<file path="src/rtl/debug_tx_fifo_pkg.sv">
// Shared definitions for the debug transmit FIFO: drain FSM encodings and default depth.
// The FSM encodings sit here so the other debug peripheral blocks can use the same names.
package debug_tx_fifo_pkg;

   localparam int DEFAULT_DEPTH_LOG2 = 8;

   typedef enum logic [1:0] {
      s_TXF_IDLE      = 2'd0,
      s_TXF_LOAD      = 2'd1,
      s_TXF_SEND      = 2'd2,
      s_TXF_WAIT_DONE = 2'd3
   } txf_state_t;

endpackage

</file>
<file path="src/rtl/debug_fifo_ram.sv">
// Simple dual-port byte RAM with synchronous write and registered read.
// The read register updates only when a read is requested, so data holds between pops.
module debug_fifo_ram #(
   parameter int ADDR_W = 8
) (
   input  logic              i_Clock,
   input  logic              i_Wr_En,
   input  logic [ADDR_W-1:0] i_Wr_Addr,
   input  logic [7:0]        i_Wr_Data,
   input  logic              i_Rd_En,
   input  logic [ADDR_W-1:0] i_Rd_Addr,
   output logic [7:0]        o_Rd_Data
);

   logic [7:0] mem_q [0:(1<<ADDR_W)-1];
   logic [7:0] rd_data_q;

   always_ff @(posedge i_Clock) begin
      if (i_Wr_En) begin
         mem_q[i_Wr_Addr] <= i_Wr_Data;
      end
   end

   always_ff @(posedge i_Clock) begin
      if (i_Rd_En) begin
         rd_data_q <= mem_q[i_Rd_Addr];
      end
   end

   assign o_Rd_Data = rd_data_q;

endmodule

</file>
<file path="src/rtl/debug_tx_fifo.sv">
// Byte FIFO between debug command logic and the UART transmitter, with a drain FSM
// that pops queued bytes in order and runs the transmitter's DV/Done handshake.
module debug_tx_fifo
   import debug_tx_fifo_pkg::*;
#(
   parameter int DEPTH_LOG2 = DEFAULT_DEPTH_LOG2
) (
   input  logic                  i_Clock,
   input  logic                  i_Reset_N,
   input  logic                  i_Wr_DV,
   input  logic [7:0]            i_Wr_Byte,
   input  logic                  i_Flush,
   input  logic                  i_Drain_En,
   input  logic                  i_Clear_Overflow,
   output logic                  o_Full,
   output logic                  o_Empty,
   output logic [DEPTH_LOG2:0]   o_Count,
   output logic                  o_Overflow,
   output logic                  o_Busy,
   output logic                  o_Tx_DV,
   output logic [7:0]            o_Tx_Byte,
   input  logic                  i_Tx_Done
);

   localparam logic [DEPTH_LOG2:0]   FULL_COUNT = {1'b1, {DEPTH_LOG2{1'b0}}};
   localparam logic [DEPTH_LOG2:0]   CNT_ONE    = {{DEPTH_LOG2{1'b0}}, 1'b1};
   localparam logic [DEPTH_LOG2-1:0] PTR_ONE    = {{(DEPTH_LOG2-1){1'b0}}, 1'b1};

   txf_state_t            state_q, state_d;
   logic [DEPTH_LOG2-1:0] wr_ptr_q, wr_ptr_d;
   logic [DEPTH_LOG2-1:0] rd_ptr_q, rd_ptr_d;
   logic [DEPTH_LOG2:0]   count_q, count_d;
   logic                  overflow_q, overflow_d;
   logic                  tx_dv_q, tx_dv_d;
   logic [7:0]            tx_byte_q, tx_byte_d;

   logic                  full;
   logic                  empty;
   logic                  push_ok;
   logic                  push_drop;
   logic                  pop;
   logic [7:0]            ram_rd_data;

   // Full/empty come from the registered count, so nothing on the push side reaches an output.
   assign full      = (count_q == FULL_COUNT);
   assign empty     = (count_q == '0);
   assign push_ok   = i_Wr_DV & ~full & ~i_Flush;
   assign push_drop = i_Wr_DV &  full & ~i_Flush;
   assign pop       = (state_q == s_TXF_IDLE) & ~empty & i_Drain_En & ~i_Flush;

   debug_fifo_ram #(
      .ADDR_W (DEPTH_LOG2)
   ) u_ram (
      .i_Clock   (i_Clock),
      .i_Wr_En   (push_ok),
      .i_Wr_Addr (wr_ptr_q),
      .i_Wr_Data (i_Wr_Byte),
      .i_Rd_En   (pop),
      .i_Rd_Addr (rd_ptr_q),
      .o_Rd_Data (ram_rd_data)
   );

   always_comb begin
      wr_ptr_d   = wr_ptr_q;
      rd_ptr_d   = rd_ptr_q;
      count_d    = count_q;
      overflow_d = overflow_q;

      if (i_Flush) begin
         wr_ptr_d = '0;
         rd_ptr_d = '0;
         count_d  = '0;
      end else begin
         if (push_ok) begin
            wr_ptr_d = wr_ptr_q + PTR_ONE;
         end
         if (pop) begin
            rd_ptr_d = rd_ptr_q + PTR_ONE;
         end
         case ({push_ok, pop})
            2'b10:   count_d = count_q + CNT_ONE;
            2'b01:   count_d = count_q - CNT_ONE;
            default: count_d = count_q;
         endcase
      end

      // A dropped push outranks a same-cycle clear so no overflow event is lost.
      if (push_drop) begin
         overflow_d = 1'b1;
      end else if (i_Clear_Overflow) begin
         overflow_d = 1'b0;
      end
   end

   always_comb begin
      state_d   = state_q;
      tx_dv_d   = 1'b0;
      tx_byte_d = tx_byte_q;

      case (state_q)
         s_TXF_IDLE: begin
            if (pop) begin
               state_d = s_TXF_LOAD;
            end
         end
         s_TXF_LOAD: begin
            tx_byte_d = ram_rd_data;
            tx_dv_d   = 1'b1;
            state_d   = s_TXF_SEND;
         end
         s_TXF_SEND: begin
            state_d = s_TXF_WAIT_DONE;
         end
         s_TXF_WAIT_DONE: begin
            if (i_Tx_Done) begin
               state_d = s_TXF_IDLE;
            end
         end
         default: begin
            state_d = s_TXF_IDLE;
         end
      endcase
   end

   always_ff @(posedge i_Clock) begin
      if (!i_Reset_N) begin
         state_q    <= s_TXF_IDLE;
         wr_ptr_q   <= '0;
         rd_ptr_q   <= '0;
         count_q    <= '0;
         overflow_q <= 1'b0;
         tx_dv_q    <= 1'b0;
         tx_byte_q  <= 8'h00;
      end else begin
         state_q    <= state_d;
         wr_ptr_q   <= wr_ptr_d;
         rd_ptr_q   <= rd_ptr_d;
         count_q    <= count_d;
         overflow_q <= overflow_d;
         tx_dv_q    <= tx_dv_d;
         tx_byte_q  <= tx_byte_d;
      end
   end

   assign o_Full     = full;
   assign o_Empty    = empty;
   assign o_Count    = count_q;
   assign o_Overflow = overflow_q;
   assign o_Busy     = (state_q != s_TXF_IDLE);
   assign o_Tx_DV    = tx_dv_q;
   assign o_Tx_Byte  = tx_byte_q;

endmodule

</file>
<file path="config.mk">
export PLATFORM = sky130hd
export DESIGN_NAME = debug_tx_fifo
export DESIGN_NICKNAME = d
export VERILOG_FILES = /design/src/rtl/debug_tx_fifo_pkg.sv /design/src/rtl/debug_fifo_ram.sv /design/src/rtl/debug_tx_fifo.sv
export SDC_FILE = /design/constraint.sdc
export NUM_CORES = 2
export LEC_CHECK = 0
export CORE_ASPECT_RATIO = 0.8
export CORE_MARGIN = 3
export CORE_UTILIZATION = 50
export CTS_BUF_LIST = sky130_fd_sc_hd__clkbuf_8
export DETAILED_ROUTE_END_ITERATION = 6
export MAX_ROUTING_LAYER = met4
export PLACE_DENSITY = 0.68
export SYNTH_ARGS = -nofsm -noshare
export SYNTH_HDL_FRONTEND = slang
export SYNTH_HIERARCHICAL = 1
export SYNTH_SLANG_ARGS = --single-unit
</file>
<file path="constraint.sdc">
create_clock -name i_Clock -period 3.5 [get_ports i_Clock]
set_clock_uncertainty 0.15 [all_clocks]
set_input_delay 0.35 -clock i_Clock [delete_from_list [all_inputs] [get_ports i_Clock]]
set_output_delay 0.35 -clock i_Clock [all_outputs]
set_load 0.05 [all_outputs]
</file>
==> summary.md <==
| Metric | Value |
|---|---|
| Avg Cell Area, Syn | 20.7 um2 |
| Worst EP arrival | 3.97 ns |
| Clock input transition at the sequential cells of the worst setup and hold paths | 0.06 ns |
| Die area | 168000 um2 |
| Rel. slew slack | 18.5% |
| Post-synth top area cell | edfxtp_1 |
| DR WL/cell | 28.7 um |
| 1st-pass router iterations | 7 |
| Post-synth EDFFs | 2056 |
| Critical path's largest stage delay | 0.97 ns |
| Crit-path max FO | 9 |
| Nets@finish | 4635 |
| RSZ-0062 raised after global routing | no |
| Final Hold Fails | 0 |
| Largest net degree at the start of global routing | 119 |
| Clock Tree Root | clkbuf_8 |
| Failing checks | design-rule violations |
| Final hold slack | 0.107 ns |
| Netlist cell types | 73 |
| Crit Reg-Reg Startpoint | rd_ptr_q[6] |
| Initial Util | 50.8% |
| Number of H-tree levels | 5 |
| GRT Total Usage | 24.6% |
| Detailed Place HPWL | 127000 um |
| RR Endpoint | u_ram/o_Rd_Data[6] |
| Grt ovf | 0 |
| PwrDens | 502 nW/um2 |
| Setup_tns | 0 ns |
| R2r setup slk | 0.12 ns |
| Clk Latency, worst-skew pair | 1.04 ns |
| Max VDD drop | 0.000534 V |
| Syn-to-layout area delta | 14.7% |
| Startpoint of the worst hold path | i_Drain_En |
| Vias | 42852 |
| # IOs | 37 |
| Slowest CP cell | a21oi_1 |
| Req. time, crit path | 4.09 ns |
| Max-Cap Viols | 0 |
| Fillcell total | 11505 |
| Die Span Y | 367 um |
| R2R depth | 6 |
| Clock tree sinks | 2093 |
| Ys async rst share | 0% |
| F_max | 0.296 GHz |
| First-pass GRT wire length | 293000 um |
| Number of global-route vias before repair | 41912 |
| Cell count after synthesis | 3946 |
| Die width | 458 um |
| Postcts setup bufs | 0 |
| Top cell type's share of synthesized area | 75.7% |
| RePlAce Congestion | 0.881 |
| Yosys reg bits | 2093 |
| Port buffer count | 36 |
| Post-synth top flop | edfxtp_1 |
| Hold depth | 4 |
| Int Power | 37.2 mW |
| Status | complete, but fails checks |
| Element type at the critical path end | flip-flop |
| Share of cells above drive strength 1 | 29.1% |
| HP Class | in2reg |
| Clock Power Share | 39.3% |
| Reg power frac | 58.7% |
| Clock Path Buffers | 4 |
| P_leak | 29.3 nW |
| Core area | 161000 um2 |
| Slew at the pin closest to its max-slew limit | 1.22 ns |
| Minimum clock period | 3.38 ns |
| Ordered list of cells on the worst path | nand2_1 -> a21oi_1 -> o22ai_1 -> nor4_1 -> buf_4 -> nor4_2 |
| DRT antenna net count | 0 |
| Fin util | 58.2% |
| Reg area | 62500 um2 |
| Crit start category | flip-flop |
| Avg Vias per Cell | 6.16 |
| Mapped Area | 81600 um2 |
| Crit Path Class | reg2reg |
| Initial detailed-routing violation count | 6139 |
| Comb power frac | 2.0% |
| Most frequent cell after synthesis | edfxtp_1 |
| Hold path endpoint | state_q[1] |
| Top post-synthesis cells by count | edfxtp_1, mux4_2, nor2_1 |
| TritonCTS clock tree | built |
| Mapped Nets | 3977 |
| # setup viols final | 0 |
| Sw Ratio | 20.8% |
| Footprint of the multi-input gates | 17700 um2 |
| Routed wire length | 200000 um |
| Register area share after synthesis | 76.6% |
| Yosys warnings | 6 |
| Post-route DRC violation count | 1 |
| Switch Pwr | 9.76 mW |
| Std-Cell Rows | 131 |
| Final period util | 96.6% |
| Dominant cells by area after synthesis | edfxtp_1, mux4_2, mux2i_1, nor2_1, a22oi_1 |
| Antenna violations before repair | 10 |
| Total CTS buffers | 324 |
| Final-report max-slew violation count | 0 |
-- power groups by stage --
stage	sequential (mW)	clock, mW	combinational [mW]
floorplan	28.1	0	0.286
global placement	28.1	0	0.926
detailed placement	28.1	0	0.957
CTS	27.6	18.8	0.966
global route	27.5	20.0	1.03
finish	27.6	18.5	0.954
-- registers in the layout, summed over array words and instances, names as in the netlist --
signal,count
o_Overflow,1
u_ram/o_Rd_Data,8
o_Tx_DV,1
o_Tx_Byte,8
u_ram/mem_q,2048
state_q,2
o_Count,9
rd_ptr_q,8
wr_ptr_q,8
-- stage by stage --
step	total power [mW]	instances	worst slack, ns	instance area (um2)
5_1_grt	48.6	6958	0.0583	93600
3_5_place_dp	29.0	6394	0.0567	87800
2_1_floorplan	28.4	3946	0.0825	81600
6_report	47.0	6959	0.120	93600
3_3_place_gp	29.0	6394	0.0460	87800
4_1_cts	47.4	6954	0.0748	93600
-- critical path, delay by kind of cell (launching register included) --
family                 cells  cell delay [ns]
AOI/OAI and AO/OA          2             1.43
buffers and inverters      1             0.20
DFF                        1             0.68
and+or+nand+nor            3             0.62
-- layer usage --
metal | GRT usage [%] | part of all wire [%]
met1 | 36.6 | 42
met2 | 34.5 | 45
met3 | 5.83 | 11
met4 | 6.32 | 2.2
met5 | - | 0
-- final cells by class --
class	instances	area share, %
multi-input cells	1604	18.9
well taps	2128	2.84
clock inverters	210	1.10
clock buffers	338	4.97
inverters	9	0.0361
repair buffers	572	5.38
diodes	5	0.0134
flip-flops and latches	2093	66.8
-- cells in the final DEF, fill, tap and decap left out, types with 9 or more instances in the layout --
cell | synthesis | final
edfxtp_1 | 2056 | 2056
buf_4 | 27 | 477
mux4_2 | 454 | 454
clkbuf_8 | 0 | 343
nor2_1 | 306 | 303
mux2i_1 | 147 | 147
a22oi_1 | 133 | 133
a21oi_1 | 102 | 102
inv_1 | 8 | 96
clkinv_1 | 1 | 85
buf_12 | 8 | 47
o221ai_1 | 46 | 46
nand2_1 | 43 | 43
nand3_1 | 40 | 40
nor2b_1 | 41 | 38
o22ai_1 | 29 | 29
nor4_1 | 28 | 26
clkdlybuf4s50_1 | 0 | 26
clkinv_2 | 0 | 25
dfxtp_1 | 37 | 24
nor3_1 | 24 | 23
a211oi_1 | 17 | 17
nand4_1 | 15 | 15
o21ai_0 | 15 | 15
ha_1 | 15 | 15
xor2_1 | 13 | 13
a221oi_1 | 13 | 13
dlygate4sd3_1 | 0 | 12
nand2b_1 | 10 | 10
and2_1 | 10 | 10
o211ai_1 | 10 | 10
a22o_1 | 9 | 9
dfxtp_2 | 0 | 9
-- kinds of logic after synthesis --
logic type               count (synthesis)  share of synthesized area (%)
multiplexers                           605                           14.4
buffers and inverters                  249                           1.85
AO/OA/AOI/OAI                          413                           3.57
AND/OR/NAND/NOR                        553                           3.15
flip-flops                            2093                           76.6
XOR/XNOR                                17                          0.182
adder cells (fa/ha/maj)                 16                          0.255
-- timing repair --
| action | CTS | global route |
|---|---|---|
| gates resized for setup | 2 | 3 |
| endpoints found under the hold margin | 1208 | 0 |
| endpoints found under the setup margin | 2 | 4 |
| hold buffers | 12 | 0 |
| cloned | 0 | 0 |
-- how the worst max path moves through the flow --
stage           startpoint                  to  slack (ns)  cells past startpoint
2_1_floorplan   o_Count[0]          o_Count[8]        0.08                      9
3_3_place_gp       i_Flush          o_Count[7]        0.05                     12
3_5_place_dp       i_Flush          o_Count[8]        0.06                     12
4_1_cts        rd_ptr_q[3]  u_ram/o_Rd_Data[7]        0.07                      6
5_1_grt        rd_ptr_q[1]  u_ram/o_Rd_Data[0]        0.06                      8
6_report       rd_ptr_q[6]  u_ram/o_Rd_Data[6]        0.12                      6
No activity file was read; power rests on OpenSTA's default activity.
